## config.mk

```make
export PLATFORM = sky130hd
export DESIGN_NAME = swap_req_sequencer
export DESIGN_NICKNAME = d
export VERILOG_FILES = /design/src/rtl/swap_seq_pkg.sv /design/src/rtl/swap_req_fifo.sv /design/src/rtl/swap_req_sequencer.sv
export SDC_FILE = /design/constraint.sdc
export NUM_CORES = 1
export LEC_CHECK = 0
export BUFFER_PORTS_ARGS = -buffer_cell sky130_fd_sc_hd__buf_2
export CAP_MARGIN = 25
export CORE_AREA = 2 2 85 87
export DETAILED_ROUTE_END_ITERATION = 12
export DIE_AREA = 0 0 87 89
export GPL_TIMING_DRIVEN = 0
export MAX_ROUTING_LAYER = met4
export PLACE_DENSITY_LB_ADDON = 0.05
export SLEW_MARGIN = 0
export SYNTH_ARGS = -nofsm -noshare
export SYNTH_HDL_FRONTEND = slang
export SYNTH_SLANG_ARGS = --single-unit
export TNS_END_PERCENT = 5
```

## constraint.sdc

```tcl
create_clock -name clk -period 2.25 [get_ports clk]
set_clock_uncertainty 0.05 [all_clocks]
set_input_delay 0.45 -clock clk [delete_from_list [all_inputs] [get_ports clk]]
set_output_delay 0.45 -clock clk [all_outputs]
set_load 0.005 [all_outputs]
```

## src/rtl/swap_seq_pkg.sv

```systemverilog
// Shared definitions for the swap request sequencer.
// - Default parameter values for the sequencer and its request buffer.
// - FSM state encoding (IDLE, ISSUE, WAIT), kept as plain localparams so that
//   older code which compares against raw state codes keeps working.
package swap_seq_pkg;

  localparam int unsigned DefAddressWidth = 7;
  localparam int unsigned DefFifoDepth    = 4;
  localparam int unsigned DefSwapCycles   = 3;

  localparam logic [1:0] IDLE  = 2'd0;
  localparam logic [1:0] ISSUE = 2'd1;
  localparam logic [1:0] WAIT  = 2'd2;

endpackage

```

## src/rtl/swap_req_fifo.sv

```systemverilog
// Request buffer for the swap sequencer: a circular FIFO with occupancy count.
// Ports:
//   clk, reset     - clock, asynchronous active-high reset (empties the FIFO)
//   push, wdata    - write request; ignored while full
//   pop, rdata     - read request; rdata shows the head entry combinationally
//   full, empty    - occupancy flags
//   count          - number of stored entries (0..depth)
module swap_req_fifo #(
  parameter int unsigned depth = 4,
  parameter int unsigned width = 14
) (
  input  logic                     clk,
  input  logic                     reset,
  input  logic                     push,
  input  logic                     pop,
  input  logic [width-1:0]         wdata,
  output logic [width-1:0]         rdata,
  output logic                     full,
  output logic                     empty,
  output logic [$clog2(depth):0]   count
);

  localparam int unsigned PtrW = $clog2(depth);
  localparam logic [PtrW:0] FullCount = depth[PtrW:0];

  logic [width-1:0] mem_q [depth];
  logic [PtrW-1:0]  wr_ptr_q, rd_ptr_q;
  logic [PtrW:0]    count_q;
  logic             do_push, do_pop;

  assign full    = (count_q == FullCount);
  assign empty   = (count_q == '0);
  assign count   = count_q;
  assign do_push = push && !full;
  assign do_pop  = pop && !empty;
  assign rdata   = mem_q[rd_ptr_q];

  // Depth is a power of two, so pointer overflow is the modulo wrap.
  always_ff @(posedge clk or posedge reset) begin
    if (reset) begin
      wr_ptr_q <= '0;
      rd_ptr_q <= '0;
      count_q  <= '0;
    end else begin
      if (do_push) wr_ptr_q <= wr_ptr_q + PtrW'(1);
      if (do_pop)  rd_ptr_q <= rd_ptr_q + PtrW'(1);
      case ({do_push, do_pop})
        2'b10:   count_q <= count_q + (PtrW+1)'(1);
        2'b01:   count_q <= count_q - (PtrW+1)'(1);
        default: count_q <= count_q;
      endcase
    end
  end

  // Storage needs no reset; entries are only visible between valid pointers.
  always_ff @(posedge clk) begin
    if (do_push) mem_q[wr_ptr_q] <= wdata;
  end

endmodule

```

## src/rtl/swap_req_sequencer.sv

```systemverilog
// Swap request sequencer: buffers (a, b) swap requests and issues them one at a
// time to a register file swap port, waiting swap_cycles after each start.
// Ports:
//   clk, reset              - clock, asynchronous active-high reset
//   req_valid, req_ready    - upstream handshake
//   req_addr_a, req_addr_b  - locations to exchange
//   address_a, address_b    - addresses presented to the register file
//   swap                    - one-cycle swap start pulse
//   skipped                 - one-cycle pulse when an a==b request is dropped
//   pending                 - buffered, unissued requests
//   busy                    - sequence in progress or requests pending
module swap_req_sequencer
  import swap_seq_pkg::*;
#(
  parameter int unsigned address_width = DefAddressWidth,
  parameter int unsigned fifo_depth    = DefFifoDepth,
  parameter int unsigned swap_cycles   = DefSwapCycles
) (
  input  logic                          clk,
  input  logic                          reset,
  input  logic                          req_valid,
  output logic                          req_ready,
  input  logic [address_width-1:0]      req_addr_a,
  input  logic [address_width-1:0]      req_addr_b,
  output logic [address_width-1:0]      address_a,
  output logic [address_width-1:0]      address_b,
  output logic                          swap,
  output logic                          skipped,
  output logic [$clog2(fifo_depth):0]   pending,
  output logic                          busy
);

  localparam int unsigned CntW = $clog2(swap_cycles + 1);

  logic [1:0]               state_q, state_d;
  logic [CntW-1:0]          counter_q, counter_d;
  logic [address_width-1:0] addr_a_q, addr_a_d, addr_b_q, addr_b_d;
  logic                     swap_q, swap_d, skipped_q, skipped_d;

  logic                     push, pop, full, empty;
  logic [address_width-1:0] head_a, head_b;

  // Reset empties the FIFO asynchronously, so full is low and req_ready high
  // during reset; the FIFO flops are held in reset, so nothing is accepted.
  assign req_ready = !full;
  assign push      = req_valid && req_ready;
  assign pop       = (state_q == IDLE) && !empty;

  swap_req_fifo #(
    .depth (fifo_depth),
    .width (2 * address_width)
  ) u_fifo (
    .clk   (clk),
    .reset (reset),
    .push  (push),
    .pop   (pop),
    .wdata ({req_addr_a, req_addr_b}),
    .rdata ({head_a, head_b}),
    .full  (full),
    .empty (empty),
    .count (pending)
  );

  always_comb begin
    state_d   = state_q;
    counter_d = counter_q;
    addr_a_d  = addr_a_q;
    addr_b_d  = addr_b_q;
    skipped_d = 1'b0;
    unique case (state_q)
      IDLE: begin
        if (pop) begin
          if (head_a == head_b) begin
            skipped_d = 1'b1;
          end else begin
            addr_a_d = head_a;
            addr_b_d = head_b;
            state_d  = ISSUE;
          end
        end
      end
      ISSUE: begin
        state_d   = WAIT;
        counter_d = CntW'(swap_cycles);
      end
      WAIT: begin
        counter_d = counter_q - CntW'(1);
        if (counter_q == CntW'(1)) state_d = IDLE;
      end
      default: begin
        state_d   = IDLE;
        counter_d = '0;
      end
    endcase
    // Registered Moore pulse: high for exactly the cycle spent in ISSUE.
    swap_d = (state_d == ISSUE);
  end

  always_ff @(posedge clk or posedge reset) begin
    if (reset) begin
      state_q   <= IDLE;
      counter_q <= '0;
      addr_a_q  <= '0;
      addr_b_q  <= '0;
      swap_q    <= 1'b0;
      skipped_q <= 1'b0;
    end else begin
      state_q   <= state_d;
      counter_q <= counter_d;
      addr_a_q  <= addr_a_d;
      addr_b_q  <= addr_b_d;
      swap_q    <= swap_d;
      skipped_q <= skipped_d;
    end
  end

  assign address_a = addr_a_q;
  assign address_b = addr_b_q;
  assign swap      = swap_q;
  assign skipped   = skipped_q;
  assign busy      = (state_q != IDLE) || (pending != '0);

endmodule

```

; ---- Word-level counts from Yosys, hierarchy flattened
; Memories as Yosys holds them, arrays and structs flattened.
; Cells that the tools add are included.
[totals]
reg_bits = 27
mem_bits_rw = 56
inputBits = 17
output_inout_bits = 21
elab_cells = 48
n_memories = 1
[op_classes]
addsub = 5
n_eq_ne = 8
n_mux = 11
bitwise = 1
n_reduce_logical = 13
[memory_table]
columns = memory, words, width, rd, rd_clocked_by_memory_dff, wr, line_no
row1 = u_fifo.mem_q, 4, 14, 1, 0, 1, swap_req_fifo.sv:26  ; logic [width-1:0] mem_q [depth];
[op_table]
columns = op, count
row1 = $pmux 2 s3, 2
row2 = $eq 2x1->1 const B, 4
row3 = $eq 7x7->1, 1
row4 = $mux 2, 3
row5 = $pmux 3 s2, 1
row6 = $mux 1, 5
row7 = $add 2x1->2 const B, 2
row8 = $eq 2x2->1 const B, 2
row9 = $logic_and 1x1->1, 4
row10 = $reduce_bool 2->1, 2
row11 = $add 3x1->3 const B, 1
row12 = $eq 3x3->1 const B, 1
row13 = $logic_not 3->1, 1
row14 = $reduce_and 3->1, 1
row15 = $reduce_bool 3->1, 1
row16 = $sub 3x1->3 const B, 1
row17 = $logic_not 1->1, 2
row18 = $logic_not 2->1, 1
row19 = $sub 2x1->2 const B, 1
row20 = $logic_or 1x1->1, 1
row21 = $not 1->1, 1

; ---- Logic depth before layout (Yosys ltp)
; Gate-level depths: netlist of the first run.
[depth]
depth_word = 6
ltp_mapped = 10
ltp_nobuf = 10

; ---- By module
; A second synthesis of the first run with hierarchy kept.
[hier_totals]
cells_unflattened = 187
hier_area_um2 = 3502.1
[by_module_without_submodules]
columns = mod, instances, cells_per_inst, area_per_inst_um2, seq_area_each_um2
row1 = swap_req_fifo, 1, 111, 2484.9, 1856.8
row2 = swap_req_sequencer, 1, 76, 1017.2, 500.5

; ---- Worst setup path before layout of the first run
; OpenSTA, ideal clock, no wires.
[synth_path]
path_kind = register to register
from = register u_fifo.rd_ptr_q[0]
to = register addr_a_q[0], in the netlist address_a[0]
setup_ns = 0.125
t_arrival_ns = 2.216
required_time_ns = 2.075
path_slack_ns = -0.141
path_stages_with_launch = 9
path_buffers = 3
synth_period_minus_slack_ns = 2.391
path_cell_list = dfrtp_1 > buf_6 > buf_6 > mux4_2 > xor2_1 > nor4_2 > a21oi_2 > buf_6 > mux2_4
[synth_via]
elab_chain_cells = 4
[synth_lines]
columns = element, line_no
row1 = from (decl), swap_req_fifo.sv:27  ; logic [PtrW-1:0] wr_ptr_q, rd_ptr_q;
row2 = from (signal assigned), swap_req_fifo.sv:46  ; if (do_pop) rd_ptr_q <= rd_ptr_q + PtrW'(1);
row3 = $mem_v2 4x14 (*), n/a
row4 = $eq 7x7->1, swap_req_sequencer.sv:73  ; if (head_a == head_b) begin
row5 = $not 1->1 (no source line), n/a
row6 = $reduce_and 3->1 (no source line), n/a
row7 = to (signal assigned), swap_req_sequencer.sv:110  ; addr_a_q <= addr_a_d;
row8 = to (decl), swap_req_sequencer.sv:37  ; logic [address_width-1:0] addr_a_q, addr_a_d, addr_b_q, addr_b_d;
; Mark *: on every way between the ends. The rest lies on a longest branch, timed or not.
; A chain may end at the register's enable or synchronous reset.

; ---- Worst setup path in the final report of the first run
[layout_path]
from = register u_fifo.rd_ptr_q[0]
to = register addr_b_q[2], in the netlist address_b[2]
[layout_via]
elab_chain_cells = 4
[layout_lines]
columns = element, line_no
row1 = $mem_v2 4x14 (*), n/a
row2 = $eq 7x7->1, swap_req_sequencer.sv:73
row3 = $not 1->1 (no source line), n/a
row4 = $reduce_and 3->1 (no source line), n/a
row5 = to (signal assigned), swap_req_sequencer.sv:111  ; addr_b_q <= addr_b_d;
row6 = to (decl), swap_req_sequencer.sv:37
; Marks and branches as above.

==> run metrics, run 1 <==
status complete, but fails checks; failing checks negative setup slack; Slew HR 45.4%; diodes inserted 0; fmax 0.405 GHz; Crit. End Element flip-flop; Wirelength per Cell 18.6 µm; Static Leak 1.63 nW; # setup viols final 17; vias 1764; Pwr Density 1490 mW/mm²; Area contributors post-synth edfxtp_1, dfrtp_1, mux4_2; #FFs+latches synth 83; R2R depth 8; Multi-input gate area 0.00105 mm²; Ports 38; most common cell in the synthesized netlist edfxtp_1; FF/Latch Area 0.00236 mm²; # H-tree levels 3; GRT Total Usage 18.1%; CP most frequent cell buf_12; FF-to-FF setup slack -0.22 ns; Final min period 2.47 ns; Initial Utilization 50.9%; kind of critical path flip-flop to flip-flop; Worst path slowest cell mux4_2; vias in the first global route 1950; leading area contributor after synthesis edfxtp_1; Routed WL 6120 µm; Post-synth EDFFs 56; DR vias/cell 5.35; CP cell instances buf_6 > buf_12 > mux4_2 > xor2_2 > nor4_4 > a21oi_4 > buf_12 > mux2_4; FFs w/ async S/R, synth 32.5%; CP Launch Type flip-flop; RSZ-0062 raised after global routing yes; Die H 89 µm; CTS clk-pin slew, worst paths 0.09 ns; post-synth cell types 30; Fin Setup TNS -3.32 ns; Req. time, crit path 2.43 ns; r2r endpoint address_b[2]; Yosys warnings 0; Netlist Area Pre-Place 0.00342 mm²; Skew-Pair Late Insertion Delay 0.34 ns; IO Port Bufs 37; Worst Hold Class input port to asynchronous set/reset pin; Max Root-Sink Buffers 2; Syn Nets 216; Iteration-0 DRC Markers 63; Clock Sinks 83; top cells by count, synth edfxtp_1, dfrtp_1, mux4_2; DRC 0; grt ovf 0; 1st-pass router iterations 4; Core Box Area 0.00672 mm²; final-report hold violation count 0; CTS Buf Count 9; r2r startpoint u_fifo.rd_ptr_q[0]; Avg Synthesized Cell Area 18.2 µm²; pre-CTS setup slack -0.561 ns; final worst-path cycle share 110%; Synth top area share 49.1%; dpl hpwl 4070 µm; fillcell total 507; max-slew violations 0; Seq/Total Area, Yosys 68.9%; row count 30; antenna violations before repair 0; first-pass GRT wire length 9730 µm; CTS root buf clkbuf_8; fin nets 273; area grow syn2layout 20.2%; largest net degree at the start of global routing 20; Detail Route Antenna Nets 0; gpl congestion 0.830; Worst-Margin Slew 0.820 ns; Final WS setup -0.219 ns; CTS tree built; layout cells sized above 1 43.2%; Die Width 87 µm; Post-synth top flop edfxtp_1; Max-Cap Viols 0; crit-path max FO 10; worst vdd ir 0.744 mV; WP data arrival 2.65 ns; die area 0.00774 mm²; Crit path largest cell delay 0.54 ns; Synth Instances 188
## layout make-up
| class | instances | share of cell area (%) |
|---|---|---|
| multi-input combinational | 88 | 25.6 |
| timing repair buffer | 46 | 6.63 |
| inverter | 13 | 1.19 |
| clock buffer | 9 | 3.01 |
| sequential | 83 | 57.3 |
| buffer | 4 | 1.43 |
| tap | 80 | 2.43 |
| clock inverter | 7 | 2.40 |
## state kept, by name, indices dropped and copies added (netlist names)
name / count
counter_q: 2
u_fifo.rd_ptr_q: 2
u_fifo.count: 3
address_a: 7
u_fifo.mem_q: 56
address_b: 7
u_fifo.wr_ptr_q: 2
swap: 1
state_q: 2
skipped: 1
## layer usage
layer	GRT usage (%)	vias up	routed length (µm)
li1	-	818	-
met1	20.7	900	2410
met2	31.2	37	3400
met3	3.42	9	226
met4	8.10	0	85
met5	-	-	0
## cells by family (layout without fill, tap and decap cells)
logic type | count (synthesis) | in the layout | share of synthesized area, %
DFF | 83 | 83 | 68.9
muxes | 29 | 29 | 15.0
and+or+nand+nor | 24 | 24 | 3.77
buffers and inverters | 17 | 79 | 2.56
xor gates and xnor gates | 13 | 13 | 3.33
adders and majority gates | 11 | 11 | 4.24
AOI/OAI and AO/OA | 11 | 11 | 2.23
## layout by cell type (no fill, tap or decap), types with 5 or more instances in the layout
master and n:
buf_4 9, and3_1 5, nand2_1 5, clkbuf_8 9, inv_1 9, buf_2 37, edfxtp_1 56, dfrtp_1 26
mux2_4 8, mux2_2 6, ha_1 9, mux4_2 14, xor2_1 8
## how the worst max path moves through the flow
| stage | startpoint | end | slack [ns] | cells after the start |
|---|---|---|---|---|
| after global routing | u_fifo.rd_ptr_q[0] | state_q[1] | -0.30 | 8 |
| final | u_fifo.rd_ptr_q[0] | address_b[2] | -0.22 | 8 |
| after CTS | u_fifo.rd_ptr_q[0] | address_b[3] | -0.22 | 8 |
| after detailed placement | u_fifo.rd_ptr_q[1] | address_b[3] | -0.56 | 7 |
| after global placement | u_fifo.rd_ptr_q[0] | address_a[0] | -0.53 | 8 |
| after floorplan | u_fifo.rd_ptr_q[0] | address_a[0] | -0.12 | 8 |
## stage by stage
stage | utilization (%) | hold slack (ns) | instances | cell area (µm²) | total power [mW]
6_report | 61.2 | 0.0652 | 330 | 4110 | 6.12
5_1_grt | 61.2 | 0.0793 | 330 | 4110 | 6.50
4_1_cts | 60.9 | 0.0706 | 330 | 4100 | 6.13
3_5_place_dp | 55.6 | 0.438 | 306 | 3740 | 4.61
3_3_place_gp | 55.2 | 0.413 | 305 | 3710 | 4.49
2_1_floorplan | - | 0.400 | 188 | 3430 | 3.97
## where the power goes
| part | internal [mW] | switching, mW | leakage, nW |
|---|---|---|---|
| registers | 2.11 | 0.217 | 0.835 |
| logic | 1.36 | 1.25 | 0.682 |
| clock network | 0.633 | 0.540 | 0.112 |
| total | 4.11 | 2.01 | 1.63 |
## worst max-delay path: cells and delay by family (launching register included)
kind	cells	cell delay, ns
simple gates	1	0.37
xor+xnor	1	0.21
buf+inv	3	0.41
compound gates	1	0.12
flops	1	0.36
mux	2	0.83
## what timing repair did
action / 4_1_cts / 5_1_grt
resized for setup: 13 / 8
pin swaps: 2 / 3
endpoints found under the setup margin: 18 / 18
setup buffers: 8 / 0
hold buffers: 0 / 0
Note: power is estimated with default switching activity, not from simulation.
==> run 2, diff against run 1 <==
Settings changed: CTS_CLUSTER_DIAMETER set to 40, REMOVE_ABC_BUFFERS set to 1.
==> run 2 against run 1 <==
Net effect:
- the run still ends with negative setup slack left
- non-clock buffer count up 2
- sequential share of layout area up 0.23 points
- die area unchanged
- maximum frequency shrank 2.5%
- clock-buffer cell count is 1 higher
- design area shrank 0.24%
- final cell count grew 0.61%
- register-to-register slack worse by 0.06 ns
- worst setup slack worse by 0.062 ns
- critical path type unchanged
- largest power group unchanged
==> run metrics, run 2 (synthesized netlist as in run 1, its figures left out) <==
status complete, but fails checks; failing checks negative setup slack; WP data arrival 2.71 ns (+0.06 ns); worst vdd ir 0.598 mV (-20%); grt ovf 0 (unchanged); Routed WL 5840 µm (-4.7%); Worst path slowest cell dfrtp_4; Final WS setup -0.281 ns (-0.0620 ns); diodes inserted 0 (unchanged); CP most frequent cell buf_6; fin nets 275 (+0.73%); # H-tree levels 3 (unchanged); CTS root buf clkbuf_8; FF/Latch Area 0.00236 mm² (+0.16%); final worst-path cycle share 113% (+2.8 points); Wirelength per Cell 17.6 µm (-5.2%); RSZ-0062 raised after global routing yes; CP Buf/Inv Count 3 (unchanged); CP Launch Type flip-flop; Die H 89 µm (unchanged); Worst-Margin Slew 0.813 ns (-0.00629 ns); CP Depth 8 (unchanged); largest net degree at the start of global routing 23 (+15%); final-report hold violation count 0 (unchanged); DRC 0 (unchanged); IO Port Bufs 37 (unchanged); fillcell total 501 (-1.2%); dpl hpwl 3790 µm (-7.0%); fmax 0.395 GHz (-2.5%); Cell Area, Placed 0.00371 mm² (-0.84%); Worst Hold Class input port to asynchronous set/reset pin; CP cell instances buf_6 > buf_6 > mux4_2 > xor2_2 > nor4_4 > a21oi_4 > buf_6 > mux2_4; Skew-Pair Late Insertion Delay 0.34 ns (about the same); Clock Sinks 83 (unchanged); layout cells sized above 1 43.7% (+0.45 points); Ports 38 (unchanged); Die Width 87 µm (unchanged); CTS Buf Count 9 (unchanged); largest reg by FF count u_fifo.mem_q; R2R depth 8 (unchanged); Max Root-Sink Buffers 2 (unchanged); Detail Route Antenna Nets 0 (unchanged); Pwr Density 1440 mW/mm² (-2.9%); 1st-pass router iterations 4 (unchanged); Multi-input gate area 0.00105 mm² (-0.24%); first-pass GRT wire length 9190 µm (-5.5%); DR vias/cell 5.27 (-1.5%); die area 0.00774 mm² (unchanged); gpl congestion 0.749 (-9.7%); vias in the first global route 1861 (-4.6%); pre-CTS setup slack -1.12 ns (-0.555 ns); row count 30 (unchanged); max FFs per register 56 (unchanged); CTS clk-pin slew, worst paths 0.08 ns (about the same); vias 1748 (-0.91%); most frequent cells in the layout edfxtp_1, buf_2, dfrtp_1; GRT Total Usage 17.1% (-1.0 points); Max-Cap Viols 0 (unchanged); CTS Hold Buffers Added 0 (unchanged); Core Box Area 0.00672 mm² (unchanged); antenna violations before repair 0 (unchanged); area grow syn2layout 19.9%; Crit path largest cell delay 0.50 ns (-0.04 ns); fin area 0.00410 mm² (-0.24%); Final min period 2.53 ns (+0.0620 ns); # setup viols final 17 (unchanged); kind of critical path flip-flop to flip-flop; CP top delay family multiplexers; Req. time, crit path 2.43 ns (about the same); Iteration-0 DRC Markers 120 (+90%); most common cell after layout, fill and taps aside edfxtp_1; Crit. End Element flip-flop; Fin Setup TNS -4.05 ns (-0.725 ns); max-slew violations 0 (unchanged); Static Leak 1.63 nW (-0.22%); Initial Utilization 50.9% (unchanged); Slew HR 45.8% (+0.42 points); CTS tree built; crit-path max FO 8 (-2)
run 2: report_power, final:
group	total [mW]	leakage (nW)	internal (mW)	switching, mW
Sequential	2.37	0.835	2.12	0.257
Clock	0.983	0.0933	0.441	0.543
Combinational	2.57	0.698	1.39	1.18
run 2: per-layer routing:
layer	GRT usage [%]	routed length, µm
met5	-	0
met4	9.09	164
met3	3.32	174
met2	27.8	3040
met1	20.4	2460
run 2: area by class of cell:
type	count	share of cell area [%]
clock inverters	6	1.16
flip-flops and latches	83	57.6
repair buffers	52	8.72
inverters	13	1.19
well taps	80	2.44
multi-input cells	88	25.6
clock buffers	10	3.35
run 2: worst paths after layout:
check | from | end | slack [ns]
max in group asynchronous | reset | u_fifo.rd_ptr_q[0] | 1.69
hold reg to reg | counter_q[1] | counter_q[1] | 0.44
setup reg to reg | u_fifo.rd_ptr_q[0] | address_b[4] | -0.28
min in group clk | req_addr_b[6] | u_fifo.mem_q[2][6] | 0.26
hold / removal | reset | address_a[2] | 0.02
setup / recovery | u_fifo.rd_ptr_q[0] | address_b[4] | -0.28
run 2: stage by stage:
stage          util [%]  power, mW  cells  hold WS (ns)
2_1_floorplan         -       3.88    184         0.400
3_3_place_gp       54.6       4.38    301         0.420
3_5_place_dp       55.2       4.52    303         0.387
4_1_cts            60.7       5.94    332       0.00537
5_1_grt            61.1       6.29    332        0.0193
6_report           61.1       5.93    332        0.0168
run 2: timing repair:
item / CTS / global route
cloned: 0 / 0
buffers inserted: 13 / 0
pin swaps: 5 / 0
gates resized for setup: 13 / 5
endpoints found under the hold margin: 0 / 0
setup endpoints to repair: 19 / 18
==> run 3, diff against run 2 <==
Settings changed: CORE_AREA 2 2 85 87 to 2 2 82 84, DIE_AREA 0 0 87 89 to 0 0 84 86, GPL_TIMING_DRIVEN 0 to not set.
Clock period 2.25 ns to 3.2 ns, I/O delays scaled along.
==> run 3 against run 2 <==
Net effect:
- the flow now finishes without violations
- hold slack better by 0.15 ns
- first-iteration DRC count down 12%
- final cell count down 4.2%
- combinational power down 39%
- sequential cell count unchanged
- clock power down 26%
- design area down 4.3%
- critical path type unchanged
- critical endpoint is now state_q[1]
==> run metrics, run 3 (synthesized netlist as in run 1, its figures left out) <==
R2R depth 7 (-1); Max-Cap Viols 0 (unchanged); Static Leak 1.55 nW (-4.4%); worst vdd ir 0.473 mV (-21%); Psw 1.27 mW (-36%); Routed WL 5770 µm (-1.2%); Pwr Density 996 mW/mm² (-31%); Wirelength per Cell 18.1 µm (+3.1%); Slew HR 46.5% (+0.75 points); met2 track demand over resource 30.2% (+2.4 points); Ports 38 (unchanged); Max Root-Sink Buffers 2 (unchanged); first-pass GRT wire length 9450 µm (+2.8%); fin cells 318 (-4.2%); max-slew violations 0 (unchanged); fillcell total 463 (-7.6%); Crit. End Element flip-flop; dpl hpwl 3860 µm (+2.0%); Clock Power Share 18.5% (+1.9 points); met1 usage 21.8% (+1.4 points); Reg power frac 41.6% (+1.5 points); CTS Hold Buffers Added 0 (unchanged); Skew-Pair Late Insertion Delay 0.34 ns (about the same); CP Launch Type flip-flop; IO Port Bufs 37 (unchanged); grt ovf 0 (unchanged); Hold WS 0.167 ns (+0.150 ns); Overall Power 3.91 mW (-34%); buffer count from post-CTS setup fixing 0 (-13); Sw Share 32.4% (-1.1 points); Cells after DPL 300 (-0.99%); DRC 0 (unchanged); Die Width 84 µm (-3.4%); CTS tree built; max FFs per register 56 (unchanged); crit path from u_fifo.rd_ptr_q[0]; gpl congestion 0.740 (-1.2%); Core Box Area 0.00628 mm² (-6.6%); most frequent cells in the layout edfxtp_1, buf_2, dfrtp_1; GRT Total Usage 18.1% (+0.95 points); Req. time, crit path 3.36 ns (+0.93 ns); row count 29 (-3.3%); RSZ-0062 raised after global routing no; Global Route met3 Usage 3.56% (+0.24 points); Die H 86 µm (-3.4%); r2r startpoint u_fifo.rd_ptr_q[0]; Detail Route Antenna Nets 0 (unchanged); CTS root buf clkbuf_8; kind of critical path flip-flop to flip-flop; CTS Buf Count 9 (unchanged); Fin Setup TNS 0 ns (+4.05 ns); Final min period 2.64 ns (+0.109 ns); # setup viols final 0 (-17); most common cell after layout, fill and taps aside edfxtp_1; fin nets 264 (-4.0%); Clock Sinks 83 (unchanged); die area 0.00722 mm² (-6.7%); vias 1731 (-0.97%); # H-tree levels 3 (unchanged); largest reg by FF count u_fifo.mem_q; Initial Utilization 54.5% (+3.6 points); DR vias/cell 5.44 (+3.4%); largest net degree at the start of global routing 28 (+22%); WP data arrival 2.80 ns (+0.09 ns); antenna violations before repair 0 (unchanged); diodes inserted 0 (unchanged); Iteration-0 DRC Markers 106 (-12%); GR peak layer met2; Layout Utilization 62.5% (+1.5 points); status finished, final reports clean; area grow syn2layout 14.7%; 1st-pass router iterations 4 (unchanged); combinational fraction of design power 39.9% (-3.5 points); Worst Hold Class input port to asynchronous set/reset pin; final-report hold violation count 0 (unchanged); vias in the first global route 1870 (+0.48%); P_int 2.64 mW (-33%); fmax 0.379 GHz (-4.1%); Worst-Margin Slew 0.802 ns (-0.0113 ns); post-cts sizing count 0 (-13); CTS clk-pin slew, worst paths 0.08 ns (about the same); layout cells sized above 1 36.1% (-7.6 points); final worst-path cycle share 82.5% (-30 points); crit-path max FO 16 (+8)
## run 3: changes by cell type in the layout (fill, tap and decap cells not counted), moves of 2 or more
cell and delta:
xor2_1 +3, buf_6 -4, xor2_2 -3, dfrtp_1 +2, clkinv_4 -2, buf_4 -7
## run 3: stage by stage
step                      worst slack (ns)  cell area [µm²]
after floorplan                      0.296             3380
after global placement               0.349             3690
after detailed placement             0.280             3690
after CTS                            0.292             3880
after global routing                 0.397             3930
final                                0.560             3930
## run 3: cell type report
class / count / area (µm²) / share of cell area [%]
multi-input cells: 88 / 977 / 24.9
clock inverters: 7 / 67.6 / 1.72
repair buffers: 41 / 255 / 6.50
inverters: 13 / 48.8 / 1.24
flip-flops and latches: 83 / 2360 / 60.0
well taps: 77 / 96.3 / 2.45
clock buffers: 9 / 124 / 3.15
## run 3: worst paths after layout
| kind | end | slack (ns) |
|---|---|---|
| min | address_b[0] | 0.17 |
| max in group asynchronous | address_a[6] | 2.53 |
| max | state_q[1] | 0.56 |
| min reg2reg | counter_q[1] | 0.45 |
| max reg2reg | state_q[1] | 0.56 |
| min in group clk | counter_q[1] | 0.45 |
## run 3: metal layers
metal	wire [µm]	vias to the layer above
li1	-	798
met1	2450	891
met2	3080	38
met3	169	4
met4	61	0
met5	0	-
## run 3: power groups by stage
| stage | Combinational (mW) | Clock [mW] | Sequential (mW) |
|---|---|---|---|
| after global routing | 1.71 | 0.785 | 1.66 |
| after floorplan | 1.05 | 0 | 1.68 |
| after CTS | 1.55 | 0.743 | 1.63 |
| final | 1.56 | 0.723 | 1.63 |
| after global placement | 1.50 | 0 | 1.63 |
| after detailed placement | 1.55 | 0 | 1.65 |
## run 3: critical path, cell delays in order, from the launching register on
cell and delay (ns):
dfrtp_1 0.38, buf_12 0.19, mux4_2 0.56, xor2_1 0.19, nor4_2 0.40, a21oi_2 0.19
buf_8 0.20, a2111oi_1 0.35
